### config.mk
export PLATFORM = sky130hd
export DESIGN_NAME = alu_control_pipelined
export DESIGN_NICKNAME = d
export VERILOG_FILES = /design/src/rtl/alu_control_pipelined_pkg.sv /design/src/rtl/alu_control_decode.sv /design/src/rtl/alu_control_pipelined.sv
export SDC_FILE = /design/constraint.sdc
export NUM_CORES = 1
export LEC_CHECK = 0
export ABC_AREA = 1
export ABC_CLOCK_PERIOD_IN_PS = 2100
export BUFFER_PORTS_ARGS = -buffer_cell sky130_fd_sc_hd__buf_2
export CAP_MARGIN = 0
export CORE_UTILIZATION = 56
export DETAILED_ROUTE_END_ITERATION = 16
export GPL_TIMING_DRIVEN = 0
export PLACE_DENSITY = 0.91
export SETUP_SLACK_MARGIN = 0.4
export SYNTH_ARGS = -nofsm -noshare
export SYNTH_HDL_FRONTEND = slang
export SYNTH_SLANG_ARGS = --single-unit
### constraint.sdc
create_clock -name clk -period 2.1 [get_ports clk]
set_input_delay 0.105 -clock clk [delete_from_list [all_inputs] [get_ports clk]]
set_output_delay 0.105 -clock clk [all_outputs]
set_load 0.1 [all_outputs]
### src/rtl/alu_control_pipelined_pkg.sv
// Shared definitions for the pipelined ALU control block.
// Contents: decoder field widths, selector constants ({alu_op, funct}),
// ALU operation codes and the mult/div sequencer state encoding.
package alu_control_pipelined_pkg;

  localparam int unsigned AOP_W  = 3;
  localparam int unsigned FN_W   = 6;
  localparam int unsigned CODE_W = 4;

  // alu_op classes from the main control unit
  localparam logic [AOP_W-1:0] AOP_LWSW   = 3'b000;
  localparam logic [AOP_W-1:0] AOP_ORI    = 3'b001;
  localparam logic [AOP_W-1:0] AOP_ANDI   = 3'b010;
  localparam logic [AOP_W-1:0] AOP_LUI    = 3'b011;
  localparam logic [AOP_W-1:0] AOP_ADDI   = 3'b100;
  localparam logic [AOP_W-1:0] AOP_BRANCH = 3'b101;
  localparam logic [AOP_W-1:0] AOP_RTYPE  = 3'b111;

  // R-type function fields (valid with AOP_RTYPE)
  localparam logic [FN_W-1:0] FN_SLL  = 6'b000000;
  localparam logic [FN_W-1:0] FN_SRL  = 6'b000010;
  localparam logic [FN_W-1:0] FN_MFHI = 6'b010000;
  localparam logic [FN_W-1:0] FN_MFLO = 6'b010010;
  localparam logic [FN_W-1:0] FN_MULT = 6'b011000;
  localparam logic [FN_W-1:0] FN_DIV  = 6'b011010;
  localparam logic [FN_W-1:0] FN_ADD  = 6'b100000;
  localparam logic [FN_W-1:0] FN_SUB  = 6'b100010;
  localparam logic [FN_W-1:0] FN_AND  = 6'b100100;
  localparam logic [FN_W-1:0] FN_OR   = 6'b100101;
  localparam logic [FN_W-1:0] FN_NOR  = 6'b100111;
  localparam logic [FN_W-1:0] FN_SLT  = 6'b101010;

  // ALU operation codes
  localparam logic [CODE_W-1:0] ALU_AND     = 4'b0000;
  localparam logic [CODE_W-1:0] ALU_OR      = 4'b0001;
  localparam logic [CODE_W-1:0] ALU_SLL     = 4'b0010;
  localparam logic [CODE_W-1:0] ALU_ADD     = 4'b0011;
  localparam logic [CODE_W-1:0] ALU_SUB     = 4'b0100;
  localparam logic [CODE_W-1:0] ALU_SRL     = 4'b0101;
  localparam logic [CODE_W-1:0] ALU_NOR     = 4'b0110;
  localparam logic [CODE_W-1:0] ALU_SLT     = 4'b0111;
  localparam logic [CODE_W-1:0] ALU_LUI     = 4'b1000;
  localparam logic [CODE_W-1:0] ALU_ILLEGAL = 4'b1001;
  localparam logic [CODE_W-1:0] ALU_MFHI    = 4'b1010;
  localparam logic [CODE_W-1:0] ALU_MFLO    = 4'b1011;
  localparam logic [CODE_W-1:0] ALU_MD      = 4'b1100;

  typedef enum logic {
    ST_IDLE = 1'b0,
    ST_BUSY = 1'b1
  } md_state_t;

endpackage

### src/rtl/alu_control_decode.sv
// Combinational {alu_op, funct} decoder shared by the single-cycle and
// pipelined ALU control blocks.
// Ports: alu_op, funct in; code (ALU operation), illegal (no table row hit),
//        is_md (MULT/DIV), md_op (0=MULT, 1=DIV), is_md_dep (MULT/DIV/MFHI/MFLO).
module alu_control_decode
  import alu_control_pipelined_pkg::*;
(
  input  logic [AOP_W-1:0]  alu_op,
  input  logic [FN_W-1:0]   funct,
  output logic [CODE_W-1:0] code,
  output logic              illegal,
  output logic              is_md,
  output logic              md_op,
  output logic              is_md_dep
);

  always_comb begin
    code      = ALU_ILLEGAL;
    illegal   = 1'b1;
    is_md     = 1'b0;
    md_op     = 1'b0;
    is_md_dep = 1'b0;
    case (alu_op)
      AOP_LWSW, AOP_ADDI: begin code = ALU_ADD; illegal = 1'b0; end
      AOP_BRANCH:         begin code = ALU_SUB; illegal = 1'b0; end
      AOP_ORI:            begin code = ALU_OR;  illegal = 1'b0; end
      AOP_ANDI:           begin code = ALU_AND; illegal = 1'b0; end
      AOP_LUI:            begin code = ALU_LUI; illegal = 1'b0; end
      AOP_RTYPE: begin
        illegal = 1'b0;
        case (funct)
          FN_ADD:  code = ALU_ADD;
          FN_SUB:  code = ALU_SUB;
          FN_OR:   code = ALU_OR;
          FN_AND:  code = ALU_AND;
          FN_SLL:  code = ALU_SLL;
          FN_SRL:  code = ALU_SRL;
          FN_NOR:  code = ALU_NOR;
          FN_SLT:  code = ALU_SLT;
          FN_MFHI: begin code = ALU_MFHI; is_md_dep = 1'b1; end
          FN_MFLO: begin code = ALU_MFLO; is_md_dep = 1'b1; end
          FN_MULT: begin code = ALU_MD; is_md = 1'b1; is_md_dep = 1'b1; end
          FN_DIV:  begin code = ALU_MD; is_md = 1'b1; md_op = 1'b1; is_md_dep = 1'b1; end
          default: begin code = ALU_ILLEGAL; illegal = 1'b1; end
        endcase
      end
      default: ;
    endcase
  end

endmodule

### src/rtl/alu_control_pipelined.sv
// Pipelined ALU control: registers the decoded ALU operation one cycle after
// acceptance and sequences multi-cycle MULT/DIV with a busy counter.
// Ports: clk, reset (sync, active-low); valid_i/alu_op_i/alu_function_i decode
//        request; stall_i downstream hold; stall_o combinational back-pressure;
//        valid_o/alu_operation_o/illegal_o registered result; md_start_o,
//        md_op_o, md_busy_o mult/div unit control.
module alu_control_pipelined
  import alu_control_pipelined_pkg::*;
#(
  parameter int unsigned ALU_OP_WIDTH  = 3,
  parameter int unsigned FUNCT_WIDTH   = 6,
  parameter int unsigned ALU_SEL_WIDTH = 4,
  parameter int unsigned MULT_CYCLES   = 4,
  parameter int unsigned DIV_CYCLES    = 32
) (
  input  logic                     clk,
  input  logic                     reset,
  input  logic                     valid_i,
  input  logic [ALU_OP_WIDTH-1:0]  alu_op_i,
  input  logic [FUNCT_WIDTH-1:0]   alu_function_i,
  input  logic                     stall_i,
  output logic                     stall_o,
  output logic                     valid_o,
  output logic [ALU_SEL_WIDTH-1:0] alu_operation_o,
  output logic                     illegal_o,
  output logic                     md_start_o,
  output logic                     md_op_o,
  output logic                     md_busy_o
);

  localparam int unsigned CNT_MAX = (MULT_CYCLES > DIV_CYCLES) ? MULT_CYCLES : DIV_CYCLES;
  localparam int unsigned CNT_W   = (CNT_MAX > 1) ? $clog2(CNT_MAX) : 1;
  localparam logic [CNT_W-1:0] MULT_LOAD = CNT_W'(MULT_CYCLES - 1);
  localparam logic [CNT_W-1:0] DIV_LOAD  = CNT_W'(DIV_CYCLES - 1);

  logic [CODE_W-1:0] dec_code;
  logic              dec_illegal;
  logic              dec_is_md;
  logic              dec_md_op;
  logic              dec_is_md_dep;

  md_state_t         state, state_nxt;
  logic [CNT_W-1:0]  count, count_nxt;
  logic              accept;
  logic              start_md;

  alu_control_decode u_decode (
    .alu_op    (AOP_W'(alu_op_i)),
    .funct     (FN_W'(alu_function_i)),
    .code      (dec_code),
    .illegal   (dec_illegal),
    .is_md     (dec_is_md),
    .md_op     (dec_md_op),
    .is_md_dep (dec_is_md_dep)
  );

  // Hold dependent instructions until the final busy cycle (count==0).
  assign stall_o   = (state == ST_BUSY) && (count != '0) && valid_i && dec_is_md_dep;
  assign accept    = valid_i && !stall_i && !stall_o;
  assign start_md  = accept && dec_is_md;
  assign md_busy_o = (state == ST_BUSY);

  // Sequencer state register
  always_ff @(posedge clk) begin
    if (!reset) begin
      state <= ST_IDLE;
      count <= '0;
    end else begin
      state <= state_nxt;
      count <= count_nxt;
    end
  end

  // Sequencer next state; a new MULT/DIV at count==0 re-arms immediately.
  always_comb begin
    state_nxt = state;
    count_nxt = count;
    if (start_md) begin
      state_nxt = ST_BUSY;
      count_nxt = dec_md_op ? DIV_LOAD : MULT_LOAD;
    end else if (state == ST_BUSY) begin
      if (count == '0) begin
        state_nxt = ST_IDLE;
      end else begin
        count_nxt = count - CNT_W'(1);
      end
    end
  end

  // Output register; stall_i freezes the result, idle cycles only drop valid.
  always_ff @(posedge clk) begin
    if (!reset) begin
      valid_o         <= 1'b0;
      alu_operation_o <= ALU_SEL_WIDTH'(ALU_ILLEGAL);
      illegal_o       <= 1'b0;
      md_start_o      <= 1'b0;
      md_op_o         <= 1'b0;
    end else begin
      md_start_o <= start_md;
      if (start_md) begin
        md_op_o <= dec_md_op;
      end
      if (!stall_i) begin
        valid_o <= accept;
        if (accept) begin
          alu_operation_o <= ALU_SEL_WIDTH'(dec_code);
          illegal_o       <= dec_illegal;
        end
      end
    end
  end

endmodule

# Word-level counts from Yosys, hierarchy flattened
# Index checks and enable logic that the tools add are counted.
# totals
regBits	14
# classes
bitwise_logic	1
mux	17
eq_ne	18
addsub	1
reduce_logical	20
# ops
op	count
$pmux 4 s11	1
$eq 6x6->1 const B	6
$eq 6x5->1 const B	4
$pmux 4 s6	1
$mux 5	4
$reduce_or 12->1	1
$mux 1	10
$eq 3x3->1 const B	3
$eq 3x2->1 const B	2
$eq 6x2->1 const B	1
$logic_and 1x1->1	6
$logic_not 6->1	1
$reduce_or 6->1	1
$logic_not 5->1	1
$reduce_bool 5->1	1
$sub 5x1->5 const B	1
$reduce_and 2->1	2
$reduce_or 2->1	2
$reduce_or 4->1	1
$eq 3x1->1 const B	1
$logic_not 3->1	1
$logic_not 1->1	2
$ne 2x2->1 const B	1
$pmux 1 s2	1
other kinds (2)	2

# Depth between registers and ports, before layout
# depth
depth_word	10
mapped_depth	12
mapped_depth_nobuf	12

# Cells and area by module
# A second synthesis with hierarchy kept.
# hier_totals
hier_cells	160
area_unflattened_um2	1074.8
# by_module_without_submodules
module	cells_each	area_each_um2	instances	seq_area_each_um2
alu_control_pipelined	91	705.7	1	280.3
alu_control_decode	69	369.1	1	0.0

# Worst setup path after synthesis
# No wires, ideal clock.
# synth_timing
path_kind	flip-flop to output port
start	register state (netlist: md_busy_o)
end	output port stall_o
slack_ns	-0.009
t_arrival_ns	2.004
path_stages_with_launch	5
required_ns	1.995
path_cell_list	dfxtp_1 -> nand2_2 -> nor2_2 -> nand2_2 -> inv_1
# synth_between
elab_chain_len	3
# synth_rtl
element	line	text
start, declared	alu_control_pipelined.sv:42	md_state_t state, state_nxt;
start signal, assigned	alu_control_pipelined.sv:69	state <= state_nxt;
$logic_and 1x1->1 (3 in series)	alu_control_pipelined.sv:58	assign stall_o = (state == ST_BUSY) && (count != '0) && valid_i && dec_is_md_dep;
end, declared	alu_control_pipelined.sv:22	output logic stall_o,
# Every way passes these cells.

# Worst setup path after layout
# layout_timing
start	register count[0]
end	output port stall_o
# layout_between
elab_chain_len	4
# layout_rtl
element	line	text
start, declared	alu_control_pipelined.sv:43	logic [CNT_W-1:0] count, count_nxt;
start signal, assigned	alu_control_pipelined.sv:70	count <= count_nxt;
$reduce_bool 5->1	alu_control_pipelined.sv:58	
$logic_and 1x1->1 (3 in series)	alu_control_pipelined.sv:58	
# Every way passes these cells.

==> impl_metrics.toml <==
[final_layout]
finalNonFillerCells = 214
num_antenna_cells = 0
final_nets = 206
synthToLayoutAreaGrowth_pct = 24.75
fillers = 129
drive_gt1_share_pct = 35.26

[worst_setup_path]
cp.required_ns = 2.00
crit_path_end_kind = "output port"
critical_path_class = "reg -> out"
cp.arrival_ns = 1.52
worstPathCellList = "inv_2 -> ha_2 -> nand3_2 -> nand2_2 -> nor2_2 -> nand2_2 -> clkinvlp_4 -> buf_12"
ff2ff_setup_slack_ns = 0.55
slowest_delay_ns = 0.33
slowest_stage = "dfxtp_2"
crit_fanout = 4
start_kind = "flip-flop"
crit_top_cell = "nand2_2"

[global_route]
grt-ovfl-total = 0
grtUsageTotal_pct = 28.04
antenna_found_initial = 0
grt_pass1_vias = 998
globalRouteMet3Util_pct = 6.939
busiest_layer = "met2"
met2_usage_pct = 46.47
gr-usage-met1_pct = 34.34
grt_start_max_net_pins = 11
grt_pass1_wl_um = 4043

[yosys]
synth_cell_types = 22
yosysSeqAreaShare_pct = 27.86
synth_ff_type = "dfxtp_1"
synth_cells = 159
synthTopCellsByCount = "34 x nand2_1, 25 x nor2_1, 18 x nand3_1, 17 x inv_1, 14 x dfxtp_1"
synth-compound-area-share_pct = 7.214
synth_top_family_by_area = "simple AND/OR/NAND/NOR gates"
synth-seq-cells = 14
synth_area_per_cell_sq_um = 6.327
synth_top_area_share_pct = 27.86
syn_nets = 174
synth.area.top_cells = "dfxtp_1 28%, nand2_1 13%, nor2_1 9.3%, nand3_1 9.0%, inv_1 6.3%"
synthArstFlopShare_pct = 0
synthXorXnorAreaFrac_pct = 2.612
ys_warn_count = 0
synthAdderAreaFrac_pct = 2.488
yosys.area_share.simple_pct = 49.75
yosysMostFrequentCell = "nand2_1"
synth_area_sq_um = 1006
muxShareOfSynthArea_pct = 0
synth_enable_flop_cells = 0
synth_top_cell_by_area = "dfxtp_1"

[place]
post-dp-hpwl_um = 1737
gp_congestion = 0.9807
dp.cells = 205
pre_cts_ws_ns = 0.4376
numPortBuffers = 22

[cts]
cts_sinks = 14
clk_latency_ns = 0.29
root_buffer = "clkbuf_4"
clkTransAtPathRegs_ns = 0.09
cts_made_buffers = 3
cts_tree = "done"
htree_levels = 1
cts.path.max_buffers = 2
cts_hold_buf = 0

[pwr]
p_sw_share_pct = 33.35
pwr-share-seq_pct = 44.5
p_comb_share_pct = 23.3
irDropWorstVdd_mv = 0.5112
p_per_area_nw_per_um2 = 493.6
p_int_mw = 0.4129
p_sw_mw = 0.2066
clkPwrFrac_pct = 32.2
leakage_nw = 0.6502

[detailed_routing]
vias_per_cell = 4.991
dr.first_iter.drc_count = 26
wirelength_um = 2357
drt-pass1-iter-count = 4
vias = 1068
postRouteAntennaNets = 0
post_drt_wl_per_cell_um = 11.01
drc = 0

[floorplan]
core_sq_um = 1594
dieArea_sq_um = 1970
rows = 14
io_pins = 23
die_w_um = 44.39
fp.dieH_um = 44.39
start_util_pct = 63.11

[sta]
setup_viol = 0
slew_headroom_pct = 67.77
slew_viol_final = 0
worst_slack_ns = 0.4718
period_share_pct = 77.53
hold_viol = 0
tns_ns = 0
fin_skew_ns = 0.003736
period_needed_ns = 1.628
worst_slew_pin_slew_ns = 0.4867
rsz0062_at_grt = "no"
clock.fmax_mhz = 614.2
whs_ns = 0.07974

[job]
maxCapViolCount = 0

[hold_path]
hold_class = "in -> reg"

[run_status]
outcome = "finished, final reports clean"
## worst max-delay path: cells and delay by family (launching register included)
family	cells	cell delay [ns]
simple gates	4	0.36
fa+ha+maj	1	0.17
buf+inv	3	0.37
flops	1	0.33
## layer usage
metal | share of wire (%) | vias up
li1 | - | 561
met1 | 45 | 475
met2 | 50 | 30
met3 | 4.9 | 2
met4 | 0.51 | 0
met5 | 0 | -
## what timing repair did
action / 4_1_cts / 5_1_grt
endpoints found under the setup margin: 1 / 3
pin swaps: 1 / 3
buffers inserted: 1 / 4
resized for setup: 4 / 7
cloned: 0 / 0
endpoints found under the hold margin: 0 / 0
## layout make-up
| class | count | area [sq um] | area share, % |
|---|---|---|---|
| Multi-Input combinational cell | 120 | 636.9 | 50.75 |
| Inverter | 24 | 93.84 | 7.478 |
| Clock buffer | 4 | 36.28 | 2.891 |
| Tap cell | 24 | 30.03 | 2.393 |
| Sequential cell | 14 | 284.0 | 22.63 |
| Buffer | 1 | 11.26 | 0.8973 |
| Timing Repair Buffer | 27 | 162.7 | 12.96 |
## layout by cell type, fill, tap and decap left out
cell / Yosys / routed
and3_1: 1 / 1
ha_2: 0 / 1
clkinv_1: 1 / 1
nand4_1: 1 / 1
nor2_1: 25 / 25
a21oi_1: 7 / 7
nand2_4: 0 / 1
dfxtp_2: 0 / 3
buf_4: 0 / 5
xor2_1: 3 / 3
clkbuf_4: 0 / 3
dfxtp_1: 14 / 11
a31oi_1: 2 / 2
nand2_2: 7 / 6
o21ai_0: 4 / 4
inv_1: 17 / 14
nor2_2: 4 / 4
nor2_4: 5 / 5
nand2_1: 34 / 34
clkinvlp_4: 0 / 1
buf_2: 0 / 21
buf_6: 1 / 1
o21ai_1: 1 / 1
nand3_1: 18 / 17
nor3_1: 1 / 1
or2_2: 1 / 1
ha_1: 2 / 1
nand3_2: 4 / 5
buf_12: 0 / 1
inv_2: 6 / 8
clkbuf_8: 0 / 1
## state kept, by name, indices dropped and copies added, names as in the netlist
| signal | flops |
|---|---|
| illegal_o | 1 |
| alu_operation_o | 4 |
| md_op_o | 1 |
| valid_o | 1 |
| md_start_o | 1 |
| count | 5 |
| md_busy_o | 1 |
## path summary, 6_finish.rpt
kind / startpoint / end / cells after the start
worst max register to register: count[0]$_SDFFE_PN0P_ / count[3]$_SDFFE_PN0P_ / 12
worst min register to register: valid_o$_SDFFE_PN0N_ / valid_o$_SDFFE_PN0N_ / 2
worst max-delay path: count[0]$_SDFFE_PN0P_ / stall_o / 8
worst min-delay path: reset / count[3]$_SDFFE_PN0P_ / 3
## logic make-up (layout without fill, tap and decap cells)
kind of cell,Yosys count,in the layout
buf+inv,25,56
xor+xnor,3,3
compound gates,14,14
fa+ha+maj,2,2
flops,14,14
simple gates,101,101
## power groups by stage
stage	Combinational, mW	Clock (mW)	Sequential [mW]
after floorplan	0.0550	0	0.331
after global placement	0.139	0	0.281
after detailed placement	0.143	0	0.282
after CTS	0.143	0.205	0.276
after global routing	0.157	0.221	0.276
final	0.144	0.199	0.276
## per-stage QoR
stage / total power, mW / area [sq um] / utilization (%)
floorplan: 0.3856 / 1011 / -
global placement: 0.4205 / 1151 / 72.21
detailed placement: 0.4247 / 1151 / 72.21
CTS: 0.6235 / 1210 / 75.90
global route: 0.6545 / 1255 / 78.73
finish: 0.6194 / 1255 / 78.73
No activity file was read; power rests on OpenSTA's default activity.
